File: config.mk
export PLATFORM = sky130hd
export DESIGN_NAME = y_fetch_pc
export DESIGN_NICKNAME = d
export VERILOG_FILES = /design/src/rtl/y_fetch_pkg.sv /design/src/rtl/y_pc_sel.sv /design/src/rtl/y_fetch_pc.sv
export SDC_FILE = /design/constraint.sdc
export NUM_CORES = 1
export LEC_CHECK = 0
export BUFFER_PORTS_ARGS = -buffer_cell sky130_fd_sc_hd__buf_2
export CELL_PAD_IN_SITES_DETAIL_PLACEMENT = 1
export CELL_PAD_IN_SITES_GLOBAL_PLACEMENT = 2
export CORE_ASPECT_RATIO = 1.5
export CORE_MARGIN = 8
export CORE_UTILIZATION = 37
export CTS_BUF_LIST = sky130_fd_sc_hd__clkbuf_16
export CTS_CLUSTER_SIZE = 12
export DETAILED_ROUTE_END_ITERATION = 8
export PLACE_DENSITY = 0.95
export SLEW_MARGIN = 15
export SYNTH_ARGS = -nofsm -noshare
export SYNTH_HDL_FRONTEND = slang
export SYNTH_HIERARCHICAL = 1
export SYNTH_SLANG_ARGS = --single-unit
File: constraint.sdc
create_clock -name clk -period 3.9 [get_ports clk]
set_input_delay 0.78 -clock clk [delete_from_list [all_inputs] [get_ports clk]]
set_output_delay 0.78 -clock clk [all_outputs]
set_load 0.005 [all_outputs]
File: src/rtl/y_fetch_pkg.sv
// y_fetch_pkg: shared types and constants for the fetch PC stage.
// Holds the fetch state enum and the instruction size.
package y_fetch_pkg;

  typedef enum logic [1:0] {
    IDLE,
    REQ,
    HOLD
  } state_e;

  localparam int unsigned INSN_BYTES = 4;

endpackage

File: src/rtl/y_pc_sel.sv
// y_pc_sel: W-bit 2:1 next-pc select built from 1-bit muxes.
// sel=1 picks the redirect target, sel=0 the sequential pc.
module y_mux2 (
  input  logic a,
  input  logic b,
  input  logic s,
  output logic y
);

  assign y = s ? b : a;

endmodule

module y_pc_sel #(
  parameter int W = 32
) (
  input  logic [W-1:0] seq,
  input  logic [W-1:0] tgt,
  input  logic         sel,
  output logic [W-1:0] nxt
);

  for (genvar i = 0; i < W; i++) begin : g_bit
    y_mux2 u_mux (
      .a (seq[i]),
      .b (tgt[i]),
      .s (sel),
      .y (nxt[i])
    );
  end

endmodule

File: src/rtl/y_fetch_pc.sv
// y_fetch_pc: program counter and fetch request with branch buffering.
// Y_FETCH_ALIGN_CHK_EN: drop misaligned redirects, flag sticky misalign.
module y_fetch_pc
  import y_fetch_pkg::*;
#(
  parameter int          W        = 32,
  parameter logic [W-1:0] RESET_PC = '0
) (
  input  logic         clk,
  input  logic         rst_n,
  input  logic         stall,
  input  logic         br_en,
  input  logic [W-1:0] br_target,
  input  logic         imem_ready,
  output logic [W-1:0] pc,
  output logic         pc_valid,
  output logic [W-1:0] pc_seq,
  output logic         br_pending,
  output logic         misalign
);

  state_e       state_q, state_d;
  logic [W-1:0] pc_q, pc_d;
  logic [W-1:0] pend_q, pend_d;
  logic         pend_vld_q, pend_vld_d;

  logic [W-1:0] br_tgt;
  logic [W-1:0] tgt;
  logic [W-1:0] nxt;
  logic         br_ok;
  logic         sel_tgt;
  logic         xfer;

  assign br_tgt = {br_target[W-1:2], 2'b00};

`ifdef Y_FETCH_ALIGN_CHK_EN
  logic mis_q, mis_d;
  logic br_bad;

  assign br_bad   = br_en && (br_target[1:0] != 2'b00);
  assign br_ok    = br_en && !br_bad;
  assign mis_d    = mis_q || br_bad;
  assign misalign = mis_q;

  // sticky misalignment flag, cleared only by reset
  always_ff @(posedge clk or negedge rst_n) begin
    if (!rst_n) mis_q <= 1'b0;
    else        mis_q <= mis_d;
  end
`else
  logic unused_lo;

  assign unused_lo = ^br_target[1:0];
  assign br_ok     = br_en;
  assign misalign  = 1'b0;
`endif

  assign pc_valid   = (state_q == REQ);
  assign pc         = pc_q;
  assign pc_seq     = pc_q + W'(INSN_BYTES);
  assign br_pending = pend_vld_q;
  assign xfer       = pc_valid && imem_ready;
  assign sel_tgt    = pend_vld_q || br_ok;
  assign tgt        = pend_vld_q ? pend_q : br_tgt;

  y_pc_sel #(.W(W)) u_pc_sel (
    .seq (pc_seq),
    .tgt (tgt),
    .sel (sel_tgt),
    .nxt (nxt)
  );

  // next state, next pc and redirect buffering
  always_comb begin
    state_d    = state_q;
    pc_d       = pc_q;
    pend_d     = pend_q;
    pend_vld_d = pend_vld_q;
    unique case (state_q)
      IDLE: begin
        if (br_ok) pc_d = br_tgt;
        state_d = stall ? HOLD : REQ;
      end
      HOLD: begin
        if (br_ok) pc_d = br_tgt;
        if (!stall) state_d = REQ;
      end
      REQ: begin
        if (xfer) begin
          pc_d       = nxt;
          pend_vld_d = 1'b0;
          state_d    = stall ? HOLD : REQ;
        end else if (br_ok) begin
          pend_d     = br_tgt;
          pend_vld_d = 1'b1;
        end
      end
      default: state_d = IDLE;
    endcase
  end

  // state, pc and pending-target registers
  always_ff @(posedge clk or negedge rst_n) begin
    if (!rst_n) begin
      state_q    <= IDLE;
      pc_q       <= RESET_PC;
      pend_q     <= '0;
      pend_vld_q <= 1'b0;
    end else begin
      state_q    <= state_d;
      pc_q       <= pc_d;
      pend_q     <= pend_d;
      pend_vld_q <= pend_vld_d;
    end
  end

endmodule

==> metrics.cfg, run 1 <==
[die]
design.core.area_um2 = 11000
num_rows = 47
die_h_um = 145.7
die_w_um = 102.5
start_util = 0.3775
die_area_um2 = 14940
io_pins = 104

[sta]
layout_min_cycle_time_ns = 3.214
max-slew-margin-rel = 0.3131
setup_violations = 0
rsz0062_at_grt = no
fmax_mhz = 311.1
worst_pin_slew_ns = 1.028
fin_tns_setup_ns = 0
fin_crit_sh = 0.8241
maxSlewViolCount = 0
hold_viol = 0
fin_skew_ns = 0.005261

[place]
hpwlAfterDp_mm = 8.697
place_congestion = 0.7505
io_buffers = 100

[job]
drv_cap = 0

[logic_synthesis]
synth-main-ff-cell = dfrtp_1
synth_most_common_cell = dfrtp_1
yosys.area_share.simple = 0.1203
yosysTopAreaCell = dfrtp_1
synth_top_family_by_area = multiplexers
synth_top_cell_area_share = 0.3918
synth_edf_count = 0
ys_ff_latch = 65
ys_top_cells_by_area = dfrtp_1, mux2_2, mux2_4
synth_fa_ha_area_frac = 0.003014
avgSynthCellArea_um2 = 11.16
yosysWarningCount = 6
synth-xor-area-share = 0.05907
netlist_area_um2 = 4151
ys_seq_area_frac = 0.3918
synth_compound_area_frac = 0.04581
synthCells = 372
synthMuxAreaShare = 0.3508
synthArstFlopShare = 1.000
synthTopCellsByCount = dfrtp_1, mux2_2, nand2_1
synth.distinct_cells = 34

[finish]
num-nets-final = 509
fin_util = 0.4633
drive_gt1_frac = 0.4695
syn_to_final_growth_pct = 22.72
antenna_cells = 0

[clock_network]
clkSinkCount = 65
htree_levels = 3
cts_setup_buffers = 0
cts_buffers = 9
cts_tree = done
clock_path_buffers = 2
cts_resized = 0
clock_latency_ns = 0.33
cts.root.buffer_cell = clkbuf_16
hold_buffers = 0
clk_pin_slew_ns = 0.06

[routing]
vias = 3262
wire_per_inst_um = 19.64
wirelength_mm = 12.22
wl_met1_mm = 4.530
dr.pass1.iters = 4
dr_wl_met2_mm = 6.812
wl_met3_um = 574
antenna_left = 0
viasPerCell = 5.244
top_layer_used = met5
drt_iter0_markers = 71
drc = 0

[run_status]
status = finished, final reports clean

[critical_path]
cp-start-kind = register
crit_required_ns = 3.12
cp_max_fo = 8
r2r_end = pc[30]
regToRegSetupSlack_ns = 1.49
crit_start = pc[2]
arrival_ns = 2.43
worstRegToRegCells = 8
r2r_start = pc[2]
crit_type = reg2out
critPathCaptureType = primary output
endpoint = pc_seq[30]

[power_and_ir_drop]
p_total_uw = 3039
leakagePower_uw = 0.002423
peakVddDrop_v = 0.0002221
pwr_density_cell_nw_per_um2 = 596.4

[grt]
grt_max_degree = 37
antenna_found_initial = 1
grt_pass1_wl_mm = 19.80
grt_pass1_vias = 3834
grtUsageTotal = 0.1719
grt-ovfl-total = 0

[hold_path]
hp-class = in2async

==> stage by stage <==
stage / cells / hold slack, ns / area (um2) / worst slack [ns]
final: 622 / 0.4880 / 5095 / 0.6861
after global routing: 622 / 0.5172 / 5095 / 0.5426
after CTS: 622 / 0.5050 / 5095 / 0.6629
after detailed placement: 607 / 0.4934 / 4820 / 1.046
after global placement: 607 / 0.4830 / 4820 / 1.068
after floorplan: 374 / 0.4547 / 4159 / 1.380
==> worst min path at each step <==
stage	from	end	slack, ns	cells after the start
global placement	pend_q[6]	pend_q[6]	0.48	1
finish	rst_n	pend_q[2]	0.49	1
CTS	pend_q[12]	pend_q[12]	0.51	1
detailed placement	pend_q[12]	pend_q[12]	0.49	1
floorplan	state_q[1]	state_q[0]	0.45	1
global route	pend_q[30]	pend_q[30]	0.52	1
==> flip-flops by register name (all words and copies together) (netlist names) <==
signal / cells
state_q: 2
br_pending: 1
pend_q: 30
pc: 32
==> critical path, cell delays in order, from the launching register on <==
cell and delay (ns):
dfrtp_1 0.42, ha_1 0.27, nand3_1 0.16, or4_4 0.61, nor3_2 0.21, xor2_1 0.25
buf_2 0.17
==> cell families (layout without fill, tap and decap cells) <==
family	Yosys count	count (layout)
and+or+nand+nor	94	94
AOI/OAI and AO/OA	37	37
buffers and inverters	24	125
adders and majority gates	1	1
muxes	122	122
other	1	3
DFF	65	65
xor gates and xnor gates	28	28
==> metal layers <==
layer	GRT usage	up-vias
li1	-	1515
met1	0.1741	1648
met2	0.3151	74
met3	0.04406	23
met4	0.07380	2
met5	0	-
==> cells in the final DEF (no fill, tap or decap), drive strengths merged, types with 2 or more instances in the layout <==
master	synthesis	routed
buf	15	108
mux2	92	92
dfrtp	65	65
nand2	45	45
o21ai	32	32
mux2i	30	30
xor2	16	16
xnor2	12	12
nand3	9	9
clkbuf	7	9
nand4	8	8
nor2	7	7
nor3	7	7
and3	6	6
clkinv	0	5
conb	1	3
a21oi	3	3
and4	2	2
nor4	2	2
inv	2	2
nand2b	2	2
nor2b	2	2
==> power by group <==
group          switching (uW)  total, uW  internal [uW]
Combinational             519       1160            639
Sequential                230       1110            875
Clock                     295        776            481
==> cell type report <==
| class | instances | area [um2] |
|---|---|---|
| Fill cell | 1259 | 5902 |
| Multi-Input combinational cell | 285 | 2441 |
| Sequential cell | 65 | 1627 |
| Timing Repair Buffer | 108 | 560.5 |
| Clock buffer | 9 | 225.2 |
| Tap cell | 147 | 183.9 |
| Clock inverter | 6 | 50.05 |
| Inverter | 2 | 7.507 |
Note: power is estimated with default switching activity, not from simulation.
==> run 2, diff against run 1 <==
Settings changed: CORE_UTILIZATION 37 to 31, PLACE_DENSITY 0.95 to 0.86.
Clock period 3.9 ns to 2.68 ns, I/O delays scaled along.
==> run 2 against run 1 <==
  * Combinational power grew 61%
  * Sequential cell count did not move
  * Worst hold slack got worse by 0.29 ns
  * Total power is 52% higher
  * Clock skew grew 0.0059 ns
  * Global-route usage down 2.5 points
  * Critical path type unchanged
  * Sequential power is 45% higher
  * First-iteration DRC count increased by 13%
==> metrics.cfg, run 2 (synthesis gave the netlist of run 1 again) <==
[critical_path]
worstRegToRegCells = 10  ; was 8
cp_top_family = simple AND/OR/NAND/NOR gates  ; unchanged
critPathCaptureType = primary output  ; unchanged
cp-start-kind = register  ; unchanged
crit_buf_inv = 1  ; unchanged
slowest_stage = or4_4  ; unchanged
arrival_ns = 2.13  ; was 2.43 ns
cp_max_fo = 8  ; unchanged
path_depth = 6  ; unchanged
cp_slowest_stage_delay_ns = 0.63  ; was 0.61 ns
crit_required_ns = 2.14  ; was 3.12 ns
crit_type = reg2out  ; unchanged
crit_chain = ha_4, nand3_4, or4_4, nor2_2, xor2_1, buf_2  ; was ha_1, nand3_1, or4_4, nor3_2, xor2_1, buf_2

[routing]
wirelength_mm = 12.82  ; was 12.22 mm
drc = 0  ; unchanged
wl_met3_um = 439  ; was 574 um
dr_wl_met2_mm = 7.059  ; was 6.812 mm
wl_met1_mm = 5.077  ; was 4.530 mm
vias = 3332  ; was 3262
wire_per_inst_um = 19.37  ; was 19.64 um
dr.pass1.iters = 4  ; unchanged
antenna_left = 0  ; unchanged
viasPerCell = 5.033  ; was 5.244
top_layer_used = met4  ; was met5
drt_iter0_markers = 80  ; was 71

[grt]
grt_pass1_vias = 3881  ; was 3834
grtUsageTotal = 0.1471  ; was 0.1719
grt_pass1_wl_mm = 20.67  ; was 19.80 mm
grt-ovfl-total = 0  ; unchanged
antenna_found_initial = 1  ; unchanged
grt_max_degree = 66  ; was 37

[die]
die_w_um = 110.5  ; was 102.5 um
num_rows = 52  ; was 47
start_util = 0.3128  ; was 0.3775
design.core.area_um2 = 13270  ; was 11000 um2
die_area_um2 = 17430  ; was 14940 um2
io_pins = 104  ; unchanged
die_h_um = 157.7  ; was 145.7 um

[clock_network]
cts_tree = done  ; unchanged
clk_pin_slew_ns = 0.06  ; about the same
cts_buffers = 9  ; unchanged
clkSinkCount = 65  ; unchanged
cts.root.buffer_cell = clkbuf_16  ; unchanged
htree_levels = 3  ; unchanged
clock_path_buffers = 2  ; unchanged
clock_latency_ns = 0.33  ; about the same

[place]
place_ws_ns = 0.1428  ; was 1.046 ns
hpwlAfterDp_mm = 9.263  ; was 8.697 mm
place_area_um2 = 4926  ; was 4820 um2
io_buffers = 100  ; unchanged
place_congestion = 0.7720  ; was 0.7505
placedCellCount = 632  ; was 607

[power_and_ir_drop]
leakagePower_uw = 0.002611  ; was 0.002423 uW
peakVddDrop_v = 0.0003398  ; was 0.0002221 V
pwr_density_cell_nw_per_um2 = 852.8  ; was 596.4 nW/um2

[finish]
fin_cells = 662  ; was 622
drive_gt1_frac = 0.5331  ; was 0.4695
design_area_um2 = 5413  ; was 5095 um2
num-nets-final = 533  ; was 509
final_common_cell = buf_2  ; unchanged
final_cell_mix = buf_2, mux2_2, dfrtp_1  ; was buf_2, dfrtp_1, mux2_2
syn_to_final_growth_pct = 30.38  ; was 22.72%
largest_reg_flops = 32  ; unchanged

[hold_path]
hp-class = in2async  ; unchanged

[run_status]
status = finished, final reports clean  ; unchanged

[sta]
whs_ns = 0.1937  ; was 0.4880 ns
setup_violations = 0  ; unchanged
fmax_mhz = 375.3
fin_tns_setup_ns = 0  ; unchanged
layout_min_cycle_time_ns = 2.664
rsz0062_at_grt = yes  ; was no
setup_ws_ns = 0.01566  ; was 0.6861 ns
maxSlewViolCount = 0  ; unchanged
fin_skew_ns = 0.01115  ; was 0.005261 ns
hold_viol = 0  ; unchanged
fin_crit_sh = 0.9942

[job]
drv_cap = 0  ; unchanged

==> run 2: path summary, 6_finish.rpt <==
check / end / slack (ns) / from
max: pc_seq[18] / 0.02 / pc[3]
min: pend_q[8] / 0.19 / rst_n
max reg2reg: pc[24] / 0.24 / pc[3]
min reg2reg: pend_q[19] / 0.50 / pend_q[19]
max in group asynchronous: pc[22] / 2.10 / rst_n
min in group clk: state_q[0] / 0.40 / stall
==> run 2: routing by layer <==
layer	vias up	GRT usage
li1	1569	-
met1	1681	0.1512
met2	68	0.2833
met3	14	0.02768
met4	0	0.06202
met5	-	0
==> run 2: repair_timing <==
action | in CTS | in global routing
resized for setup | 6 | 18
pin swaps | 5 | 5
hold buffers | 0 | 0
endpoints found under the setup margin | 8 | 13
buffers inserted | 6 | 8
==> run 2: through the flow <==
step	util	total power, uW
finish	0.4078	4616
global route	0.4078	4913
global placement	0.3711	3305
floorplan	-	2639
CTS	0.3974	4601
detailed placement	0.3711	3394
==> run 2: layout make-up <==
cell class,count,area [um2]
fillers,1519,7860
inverters,2,7.507
repair buffers,132,757.0
well taps,162,202.7
clock inverters,6,51.30
diodes,1,2.502
flip-flops and latches,65,1638
clock buffers,9,225.2
multi-input cells,285,2529
==> run 2: worst reg2reg max path, cell delays in order, from the launching register on <==
cell and delay (ns):
dfrtp_1 0.40, ha_4 0.18, nand3_4 0.08, or4_4 0.63, nor3_4 0.16, xor2_1 0.10, buf_4 0.14, buf_4 0.12
mux2_4 0.25, mux2i_1 0.15, o21ai_0 0.10
==> run 2: where the power goes <==
part           switching, uW  internal (uW)
logic                    818           1050
registers                328           1280
clock network            432            702
